## config.mk

```make
export PLATFORM = sky130hd
export DESIGN_NAME = arm_dp_controller_flat
export DESIGN_NICKNAME = d
export VERILOG_FILES = /design/src/rtl/arm_dp_controller_pkg.sv /design/src/rtl/arm_dp_controller_if.sv /design/src/rtl/arm_dp_controller_imm_rotator.sv /design/src/rtl/arm_dp_controller.sv /design/src/flat_wrapper.sv
export SDC_FILE = /design/constraint.sdc
export NUM_CORES = 1
export LEC_CHECK = 0
export CAP_MARGIN = 20
export CORE_MARGIN = 3
export CORE_UTILIZATION = 39
export CTS_BUF_LIST = sky130_fd_sc_hd__clkbuf_8
export DETAILED_ROUTE_END_ITERATION = 10
export PLACE_DENSITY = 0.89
export SKIP_CTS_REPAIR_TIMING = 1
export SYNTH_ARGS = -nofsm -noshare
export SYNTH_HDL_FRONTEND = slang
export SYNTH_SLANG_ARGS = --single-unit
```

## constraint.sdc

```tcl
create_clock -name clk -period 7.85 [get_ports clk]
set_clock_uncertainty 0.1 [all_clocks]
set_input_delay 1.1775 -clock clk [delete_from_list [all_inputs] [get_ports clk]]
set_output_delay 1.1775 -clock clk [all_outputs]
set_load 0.1 [all_outputs]
```

## src/rtl/arm_dp_controller_pkg.sv

```systemverilog
`default_nettype none
// ============================================================================
// Module      : arm_pkg
// Description : Shared definitions for the ARM data-processing controller:
//               FSM state encoding, data-processing opcodes, flag bit
//               positions and small opcode-classification helpers.
// Revision    : 1.0 - initial release
// ============================================================================
package arm_pkg;

    typedef enum logic [1:0] {
        ST_FETCH     = 2'd0,
        ST_DECODE    = 2'd1,
        ST_EXECUTE   = 2'd2,
        ST_WRITEBACK = 2'd3
    } state_t;

    localparam logic [3:0] OP_AND = 4'h0;
    localparam logic [3:0] OP_EOR = 4'h1;
    localparam logic [3:0] OP_SUB = 4'h2;
    localparam logic [3:0] OP_RSB = 4'h3;
    localparam logic [3:0] OP_ADD = 4'h4;
    localparam logic [3:0] OP_ADC = 4'h5;
    localparam logic [3:0] OP_SBC = 4'h6;
    localparam logic [3:0] OP_RSC = 4'h7;
    localparam logic [3:0] OP_TST = 4'h8;
    localparam logic [3:0] OP_TEQ = 4'h9;
    localparam logic [3:0] OP_CMP = 4'hA;
    localparam logic [3:0] OP_CMN = 4'hB;
    localparam logic [3:0] OP_ORR = 4'hC;
    localparam logic [3:0] OP_MOV = 4'hD;
    localparam logic [3:0] OP_BIC = 4'hE;
    localparam logic [3:0] OP_MVN = 4'hF;

    localparam int FLAG_N = 3;
    localparam int FLAG_Z = 2;
    localparam int FLAG_C = 1;
    localparam int FLAG_V = 0;

    // Compare/test ops (TST, TEQ, CMP, CMN): flags only, no register write.
    function automatic logic is_test_op(input logic [3:0] op);
        return (op[3:2] == 2'b10);
    endfunction

    // Ops whose C and V come straight from the ALU adder.
    function automatic logic is_arith_op(input logic [3:0] op);
        return ((op >= OP_SUB) && (op <= OP_RSC)) || (op == OP_CMP) || (op == OP_CMN);
    endfunction

endpackage
`default_nettype wire

```

## src/rtl/arm_dp_controller_if.sv

```systemverilog
`default_nettype none
// ============================================================================
// Module      : arm_dp_controller_if
// Description : Bundle between the fetch stage / datapath (master) and the
//               data-processing controller (slave).
// Revision    : 1.0 - initial release
// ============================================================================
interface arm_dp_controller_if;
    logic [31:0] IR;
    logic        W_IR_valid;
    logic [3:0]  alu_nzcv;
    logic        shift_carry;

    logic        write_ir;
    logic        write_pc;
    logic [3:0]  NZCV;
    logic [3:0]  rn_addr;
    logic [3:0]  rm_addr;
    logic [3:0]  rs_addr;
    logic [3:0]  rd_addr;
    logic [3:0]  alu_op;
    logic [1:0]  shift_type;
    logic [4:0]  shift_amt;
    logic        rf_write;
    logic        imm_sel;
    logic        rs_sel;
    logic [31:0] imm32;
    logic        illegal;

    modport master (
        output IR, W_IR_valid, alu_nzcv, shift_carry,
        input  write_ir, write_pc, NZCV, rn_addr, rm_addr, rs_addr, rd_addr,
               alu_op, shift_type, shift_amt, rf_write, imm_sel, rs_sel,
               imm32, illegal
    );

    modport slave (
        input  IR, W_IR_valid, alu_nzcv, shift_carry,
        output write_ir, write_pc, NZCV, rn_addr, rm_addr, rs_addr, rd_addr,
               alu_op, shift_type, shift_amt, rf_write, imm_sel, rs_sel,
               imm32, illegal
    );
endinterface
`default_nettype wire

```

## src/rtl/arm_dp_controller_imm_rotator.sv

```systemverilog
`default_nettype none
// ============================================================================
// Module      : imm_rotator
// Description : Expands the 12-bit data-processing immediate field into
//               imm8 rotated right by 2*rot4; carry_valid flags a nonzero
//               rotation (only then does imm32[31] act as shifter carry).
// Revision    : 1.0 - initial release
// ============================================================================
module imm_rotator (
    input  wire logic [11:0] imm12,
    output logic      [31:0] imm32,
    output logic             carry_valid
);
    logic [31:0] w_val;
    logic [4:0]  w_rot;
    logic [5:0]  w_lsh;

    // Rotate-right built from two shifts; a zero rotation yields a 32-bit
    // left shift, which contributes nothing.
    always_comb begin
        w_val       = {24'b0, imm12[7:0]};
        w_rot       = {imm12[11:8], 1'b0};
        w_lsh       = 6'd32 - {1'b0, w_rot};
        imm32       = (w_val >> w_rot) | (w_val << w_lsh);
        carry_valid = |imm12[11:8];
    end
endmodule
`default_nettype wire

```

## src/rtl/arm_dp_controller.sv

```systemverilog
`default_nettype none
// ============================================================================
// Module      : arm_dp_controller
// Description : Multi-cycle controller for ARM data-processing instructions.
//               FETCH -> DECODE -> EXECUTE -> WRITEBACK, owns the NZCV flags
//               and decodes register/ALU/shifter controls from IR.
// Revision    : 1.0 - initial release
// ============================================================================
module arm_dp_controller
    import arm_pkg::*;
(
    input  wire logic          clk,
    input  wire logic          rst,
    arm_dp_controller_if.slave bus
);
    state_t      r_state;
    logic [3:0]  r_nzcv;

    logic [27:0] w_ir;
    logic [3:0]  w_op;
    logic        w_imm_sel;
    logic [31:0] w_imm32;
    logic        w_carry_valid;
    logic        w_logic_c;
    logic        w_flag_upd;

    // IR is only trusted once past FETCH; masking it there keeps every
    // decoded output quiet while the fetch stage is still changing IR.
    always_comb begin
        w_ir = (r_state == ST_FETCH) ? '0 : bus.IR[27:0];
    end

    imm_rotator u_imm_rotator (
        .imm12       (w_ir[11:0]),
        .imm32       (w_imm32),
        .carry_valid (w_carry_valid)
    );

    // Combinational decode fields and state-derived strobes.
    always_comb begin
        w_op      = w_ir[24:21];
        w_imm_sel = w_ir[25];
        // Logical-op carry: rotated immediate carries out bit 31 only when
        // actually rotated; otherwise C is preserved. Register operands use
        // the barrel shifter's carry.
        w_logic_c  = w_imm_sel ? (w_carry_valid ? w_imm32[31] : r_nzcv[FLAG_C])
                               : bus.shift_carry;
        w_flag_upd = w_ir[20] | is_test_op(w_op);

        bus.rn_addr    = w_ir[19:16];
        bus.rd_addr    = w_ir[15:12];
        bus.rs_addr    = w_ir[11:8];
        bus.rm_addr    = w_ir[3:0];
        bus.alu_op     = w_op;
        bus.imm_sel    = w_imm_sel;
        bus.rs_sel     = ~w_ir[25] & w_ir[4];
        bus.shift_type = w_ir[6:5];
        bus.shift_amt  = w_ir[11:7];
        bus.imm32      = w_imm32;

        bus.write_ir = (r_state == ST_FETCH);
        bus.write_pc = (r_state == ST_FETCH);
        bus.rf_write = (r_state == ST_WRITEBACK) && !is_test_op(w_op);
        bus.illegal  = (r_state == ST_DECODE) && (w_ir[27:26] != 2'b00);
        bus.NZCV     = r_nzcv;
    end

    // Instruction sequencing and architectural flag register.
    always_ff @(posedge clk or posedge rst) begin
        if (rst) begin
            r_state <= ST_FETCH;
            r_nzcv  <= 4'b0000;
        end else begin
            case (r_state)
                ST_FETCH:     r_state <= bus.W_IR_valid ? ST_DECODE : ST_FETCH;
                ST_DECODE:    r_state <= (w_ir[27:26] == 2'b00) ? ST_EXECUTE : ST_FETCH;
                ST_EXECUTE:   r_state <= ST_WRITEBACK;
                ST_WRITEBACK: r_state <= ST_FETCH;
                default:      r_state <= ST_FETCH;
            endcase

            if ((r_state == ST_WRITEBACK) && w_flag_upd) begin
                if (is_arith_op(w_op)) begin
                    r_nzcv <= bus.alu_nzcv;
                end else begin
                    r_nzcv <= {bus.alu_nzcv[FLAG_N], bus.alu_nzcv[FLAG_Z],
                               w_logic_c, r_nzcv[FLAG_V]};
                end
            end
        end
    end
endmodule
`default_nettype wire
```

## src/flat_wrapper.sv

```systemverilog
// flat-port wrapper written by rule: the top's interface ports become plain ports
module arm_dp_controller_flat import arm_pkg::*;
  (clk, rst, bus_IR, bus_W_IR_valid, bus_alu_nzcv, bus_shift_carry, bus_write_ir, bus_write_pc, bus_NZCV, bus_rn_addr, bus_rm_addr, bus_rs_addr, bus_rd_addr, bus_alu_op, bus_shift_type, bus_shift_amt, bus_rf_write, bus_imm_sel, bus_rs_sel, bus_imm32, bus_illegal);
  arm_dp_controller_if bus_i ();
  input  wire logic clk;
  input  wire logic rst;
  input wire logic [$bits(bus_i.IR)-1:0] bus_IR;
  input wire logic [$bits(bus_i.W_IR_valid)-1:0] bus_W_IR_valid;
  input wire logic [$bits(bus_i.alu_nzcv)-1:0] bus_alu_nzcv;
  input wire logic [$bits(bus_i.shift_carry)-1:0] bus_shift_carry;
  output wire logic [$bits(bus_i.write_ir)-1:0] bus_write_ir;
  output wire logic [$bits(bus_i.write_pc)-1:0] bus_write_pc;
  output wire logic [$bits(bus_i.NZCV)-1:0] bus_NZCV;
  output wire logic [$bits(bus_i.rn_addr)-1:0] bus_rn_addr;
  output wire logic [$bits(bus_i.rm_addr)-1:0] bus_rm_addr;
  output wire logic [$bits(bus_i.rs_addr)-1:0] bus_rs_addr;
  output wire logic [$bits(bus_i.rd_addr)-1:0] bus_rd_addr;
  output wire logic [$bits(bus_i.alu_op)-1:0] bus_alu_op;
  output wire logic [$bits(bus_i.shift_type)-1:0] bus_shift_type;
  output wire logic [$bits(bus_i.shift_amt)-1:0] bus_shift_amt;
  output wire logic [$bits(bus_i.rf_write)-1:0] bus_rf_write;
  output wire logic [$bits(bus_i.imm_sel)-1:0] bus_imm_sel;
  output wire logic [$bits(bus_i.rs_sel)-1:0] bus_rs_sel;
  output wire logic [$bits(bus_i.imm32)-1:0] bus_imm32;
  output wire logic [$bits(bus_i.illegal)-1:0] bus_illegal;
  assign bus_i.IR = bus_IR;
  assign bus_i.W_IR_valid = bus_W_IR_valid;
  assign bus_i.alu_nzcv = bus_alu_nzcv;
  assign bus_i.shift_carry = bus_shift_carry;
  assign bus_write_ir = bus_i.write_ir;
  assign bus_write_pc = bus_i.write_pc;
  assign bus_NZCV = bus_i.NZCV;
  assign bus_rn_addr = bus_i.rn_addr;
  assign bus_rm_addr = bus_i.rm_addr;
  assign bus_rs_addr = bus_i.rs_addr;
  assign bus_rd_addr = bus_i.rd_addr;
  assign bus_alu_op = bus_i.alu_op;
  assign bus_shift_type = bus_i.shift_type;
  assign bus_shift_amt = bus_i.shift_amt;
  assign bus_rf_write = bus_i.rf_write;
  assign bus_imm_sel = bus_i.imm_sel;
  assign bus_rs_sel = bus_i.rs_sel;
  assign bus_imm32 = bus_i.imm32;
  assign bus_illegal = bus_i.illegal;
  arm_dp_controller u_core (.clk(clk), .rst(rst), .bus(bus_i));
endmodule
```

==> results of run 1 <==
## worst max-delay path, stage by stage
cell,delay (ps)
clkdlybuf4s50_1,750
nand2_1,170
ha_1,790
clkinv_1,450
a211oi_1,310
mux2i_1,140
nor2_1,120
clkdlybuf4s50_1,1140
## cell type report
class	count	area [um2]
clock buffer	3	41.3
fill	297	1000
inverter	11	41.3
multi-input combinational	185	1180
sequential	6	150
tap	46	57.6
timing repair buffer	105	1050
## synthesized netlist by cell type (2+ instances only)
cell type and n:
a211oi_1 8, a21oi_1 8, a31oi_1 2, a41oi_1 2, and2_1 21, buf_1 3
buf_2 2, buf_4 5, buf_6 3, clkbuf_1 11, dfrtp_1 6, inv_1 10
mux2_2 5, mux2i_1 14, nand2_1 25, nand2b_1 4, nand3_1 7, nand4_1 2
nor2_1 22, nor2b_1 4, nor3_1 5, nor3b_1 2, o21a_1 2, o21ai_0 8
o21bai_1 3, o22ai_1 10, o2bb2ai_1 2, o32ai_1 5, or2_2 2, or3_1 3
xnor2_1 2
## path summary, 6_finish.rpt
kind,endpoint,startpoint
worst max-delay path,bus_imm32[26],bus_IR[9]
worst min-delay path,u_core.bus.NZCV[3],u_core.bus.NZCV[3]
worst max register to register,u_core.bus.NZCV[1],register
worst min register to register,u_core.bus.NZCV[3],u_core.bus.NZCV[3]
max in group asynchronous,async pin,rst
min in group asynchronous,u_core.bus.NZCV[2],rst
## logic make-up (layout without fill, tap and decap cells)
group,after synthesis,after routing
simple gates,101,101
compound gates,61,61
buf+inv,35,119
mux,20,20
flops,6,6
xor+xnor,2,2
fa+ha+maj,1,1
## per-stage QoR
stage	hold WS (ps)	instance area (um2)	util	std cells
2_1_floorplan	545	1510	-	226
3_3_place_gp	390	2480	0.704	353
3_5_place_dp	397	2480	0.704	353
4_1_cts	410	2520	0.716	356
5_1_grt	420	2520	0.716	356
6_report	411	2520	0.716	356
## metal layers
layer / track usage / vias up / wire [um]
met4: 0.0943 / 0 / 82
met5: 0 / - / 0
li1: - / 978 / -
met1: 0.307 / 883 / 2290
met2: 0.410 / 107 / 2650
met3: 0.0345 / 10 / 526
==> out/qor.yml, run 1 <==
synthesis:
  synth_xor_area_frac: 0.0116
  muxShareOfSynthArea: 0.145
  synth_top_cell_by_area: "dfrtp_1"
  synth_fa_ha_area_frac: 0.00830
  yosys_most_used_dff: "dfrtp_1"
  syn_area_per_cell_um2: 6.67
  synth_top_family_by_area: "simple AND/OR/NAND/NOR gates"
  async_flop_share: 1.00
  synth_cell_types: 49
  synthCells: 226
  synthSimpleGateAreaFrac: 0.337
  ys_ff_latch: 6
  synth_compound_area_frac: 0.282
  synth_nets: 267
  syn-cell-area_mm2: 0.00151
  ys_seq_area_frac: 0.0996
  synth_top_area_share: 0.0996
  synth_edf_count: 0
  synth_warnings: 0
  synth_area_leaders: "dfrtp_1 10%, mux2i_1 9.3%, and2_1 8.7%, nand2_1 6.2%, nor2_1 5.5%"
setup_path:
  cp_max_fo: 21
  rrSetupSlack_ps: 4390
  crit_arrival_ps: 5060
  end_kind: "output port"
  crit_type: "in -> out"
  critPathRequiredTime_ps: 6570
  start_kind: "input pin"
  rr_worst_depth: 7
route:
  drtIter0Drc: 195
  vias: 1978
  final_antenna_net_count: 0
  routed_wl_um: 5540
  routed_via_density: 5.56
  dr.pass1.iters: 4
  wl_per_cell_um: 15.6
  drc_errors: 0
place:
  dpl.hpwl_um: 4320
  io_buffers: 104
  dp_slack_ps: 1530
  place.gp.congestion: 0.966
global_route:
  grt_first_pass_wirelength_um: 8660
  grt_remaining_overflow: 0
  grt_pass1_vias: 1862
  antenna_found_initial: 0
  track_usage: 0.242
  grt_max_degree: 40
sta:
  slew_violations: 0
  fmax_mhz: 158
  slew_headroom: 0.334
  worst_slew_pin_slew_ps: 996
  period_share: 0.808
  finalHoldViolations: 0
  fin_setup_tns_ps: 0
  setup_viol: 0
  min_period_ps: 6340
  setup_slack_ps: 1510
  rsz0062_at_grt: "no"
finish:
  final_nets: 353
  layout_common_cells: "104 x clkdlybuf4s50_1, 25 x nand2_1, 22 x nor2_1"
  diodes: 0
  layout_commonest_cell: "clkdlybuf4s50_1"
  area_delta_synth_final_pct: 67.2
  drive_gt1_frac: 0.0452
cts:
  cts_sinks: 6
  clk_latency_ps: 220
  h-tree-depth: 1
  cts_buffers: 3
  path_clk_slew_ps: 40
  root_buffer: "clkbuf_8"
  cts_tree: "yes"
  clock_path_buffers: 2
hold_path:
  worstHoldPathCells: 1
  hold_path_class: "reg -> reg"
floorplanning:
  core_area_mm2: 0.00352
  die-area_mm2: 0.00465
  io_pins: 109
  die_height_um: 68.2
  rows: 21
  start_util: 0.428
  dieWidth_um: 68.2
run_status:
  status: "finished, final reports clean"
job:
  maxCapViolations: 0
Power of run 1 is not shown: default switching activity piles up to over one toggle a cycle in this logic, so the estimate is an artifact.
==> run 2: changes to the inputs <==
--- a/config.mk
+++ b/config.mk
@@ -7,10 +7,10 @@
 export LEC_CHECK = 0
 export CAP_MARGIN = 20
 export CORE_MARGIN = 3
-export CORE_UTILIZATION = 39
+export CORE_UTILIZATION = 36
 export CTS_BUF_LIST = sky130_fd_sc_hd__clkbuf_8
 export DETAILED_ROUTE_END_ITERATION = 10
-export PLACE_DENSITY = 0.89
+export PLACE_DENSITY = 0.83
 export SKIP_CTS_REPAIR_TIMING = 1
 export SYNTH_ARGS = -nofsm -noshare
 export SYNTH_HDL_FRONTEND = slang
==> constraint.sdc (replaced) <==
create_clock -name clk -period 6.4 [get_ports clk]
set_clock_uncertainty 0.1 [all_clocks]
set_input_delay 0.96 -clock clk [delete_from_list [all_inputs] [get_ports clk]]
set_output_delay 0.96 -clock clk [all_outputs]
set_load 0.1 [all_outputs]
==> run 2 against run 1 <==
Hold slack lost 9.6 ps. Clock-buffer cell count is the same. Largest cell class unchanged. Flip-flop and latch count is the same. Critical endpoint is now bus_imm32[8].
==> out/qor.yml, run 2 (same netlist as run 1, synthesis figures left out) <==
floorplanning:
  core_area_mm2: 0.00385  # +9.5%
  die-area_mm2: 0.00500  # +7.6%
  dieWidth_um: 70.7  # +3.7%
  start_util: 0.391  # -0.0370
  rows: 22  # +4.8%
  io_pins: 109  # unchanged
  die_height_um: 70.7  # +3.7%
route:
  routed_wl_um: 5590  # +0.90%
  drtIter0Drc: 225  # +15%
  drc_errors: 0  # unchanged
  dr.pass1.iters: 6  # +2
  final_antenna_net_count: 0  # unchanged
  vias: 2054  # +3.8%
  wl_per_cell_um: 15.6  # about the same
  routed_via_density: 5.72  # +3.0%
job:
  maxCapViolations: 0  # unchanged
sta:
  slew_headroom: 0.336  # +0.00191
  finalHoldViolations: 0  # unchanged
  fin_setup_tns_ps: 0  # unchanged
  setup_viol: 0  # unchanged
  rsz0062_at_grt: "no"
  min_period_ps: 4920
  worst_slew_pin_slew_ps: 993  # -2.86 ps
  period_share: 0.768
  slew_violations: 0  # unchanged
  fmax_mhz: 203
cts:
  root_buffer: "clkbuf_8"
  clock_path_buffers: 2  # unchanged
  cts_sinks: 6  # unchanged
  cts_buffers: 3  # unchanged
  clk_latency_ps: 220  # about the same
  cts_tree: "yes"
  path_clk_slew_ps: 40  # about the same
  h-tree-depth: 1  # unchanged
finish:
  final_nets: 354  # +0.28%
  layout_common_cells: "72 x clkdlybuf4s50_1, 34 x buf_4, 25 x nand2_1"
  area_delta_synth_final_pct: 62.6
  fillers: 371  # +25%
  layout_commonest_cell: "clkdlybuf4s50_1"
  drive_gt1_frac: 0.151  # +0.106
  diodes: 0  # unchanged
  final_area_mm2: 0.00245  # -2.8%
place:
  dpl_cell_area_mm2: 0.00241  # -2.8%
  io_buffers: 104  # unchanged
  place.gp.congestion: 0.931  # -3.6%
  dpl.hpwl_um: 4360  # +0.90%
global_route:
  grt_first_pass_wirelength_um: 9140  # +5.6%
  track_usage: 0.213  # -0.0291
  antenna_found_initial: 0  # unchanged
  grt_max_degree: 40  # unchanged
  grt_pass1_vias: 1968  # +5.7%
  grt_remaining_overflow: 0  # unchanged
setup_path:
  crit_arrival_ps: 3860  # -1200 ps
  crit_type: "in -> out"
  cp_max_fo: 12  # -43%
  crit_slowest_cell: "clkdlybuf4s50_1"
  cp_slowest_stage_delay_ps: 660  # -480 ps
  start_kind: "input pin"
  crit_chain: "clkdlybuf4s50_1 > nand2_1 > ha_1 > inv_1 > xnor2_1 > mux2_2 > a211oi_1 > buf_4"
  end_kind: "output port"
  critPathRequiredTime_ps: 5340  # -1230 ps
run_status:
  status: "finished, final reports clean"
hold_path:
  hold_path_class: "reg -> reg"
-- run 2: changes by cell type in the layout (fill, tap and decap cells not counted) --
cell             delta
buf_4              +33
clkdlybuf4s50_1    -32
-- run 2: final timing paths --
| path | startpoint | end | slack [ps] | depth (start not counted) |
|---|---|---|---|---|
| max | bus_IR[9] | bus_imm32[8] | 1480 | 8 |
| min | u_core.bus.NZCV[1] | u_core.bus.NZCV[1] | 400 | 1 |
| max reg2reg | register | u_core.bus.NZCV[1] | 3400 | 7 |
| min reg2reg | u_core.bus.NZCV[1] | u_core.bus.NZCV[1] | 400 | 1 |
| max in group asynchronous | rst | u_core.bus.NZCV[1] | 5130 | 2 |
| min in group asynchronous | rst | u_core.r_state[0] | 870 | 2 |
-- run 2: layer usage --
| metal | track usage | vias to the layer above | wire (um) |
|---|---|---|---|
| met1 | 0.265 | 939 | 2200 |
| li1 | - | 985 | - |
| met3 | 0.0455 | 4 | 576 |
| met4 | 0.0418 | 0 | 30 |
| met5 | 0 | - | 0 |
| met2 | 0.378 | 126 | 2790 |
-- run 2: layout make-up --
| cell class | instances | area [um2] | area share |
|---|---|---|---|
| flip-flops and latches | 6 | 150 | 0.0613 |
| repair buffers | 106 | 976 | 0.398 |
| well taps | 48 | 60.1 | 0.0245 |
| multi-input cells | 185 | 1180 | 0.482 |
| inverters | 11 | 41.3 | 0.0168 |
| clock buffers | 3 | 41.3 | 0.0168 |
-- run 2: stage by stage --
step                worst slack, ps   util  hold slack [ps]  cells
floorplan                       268      -              545    226
global placement               1560  0.625              380    356
detailed placement             1530  0.625              396    356
CTS                            1520  0.636              403    359
global route                   1270  0.636              415    359
finish                         1480  0.636              401    359
-- run 2: worst max-delay path, delay by kind of cell --
kind / cells / cell delay (ps)
and+or+nand+nor: 1 / 230
AOI/OAI and AO/OA: 1 / 230
muxes: 1 / 430
buffers and inverters: 3 / 1110
xor gates and xnor gates: 1 / 440
adders and majority gates: 1 / 450
Power of run 2 is left out for the same reason.
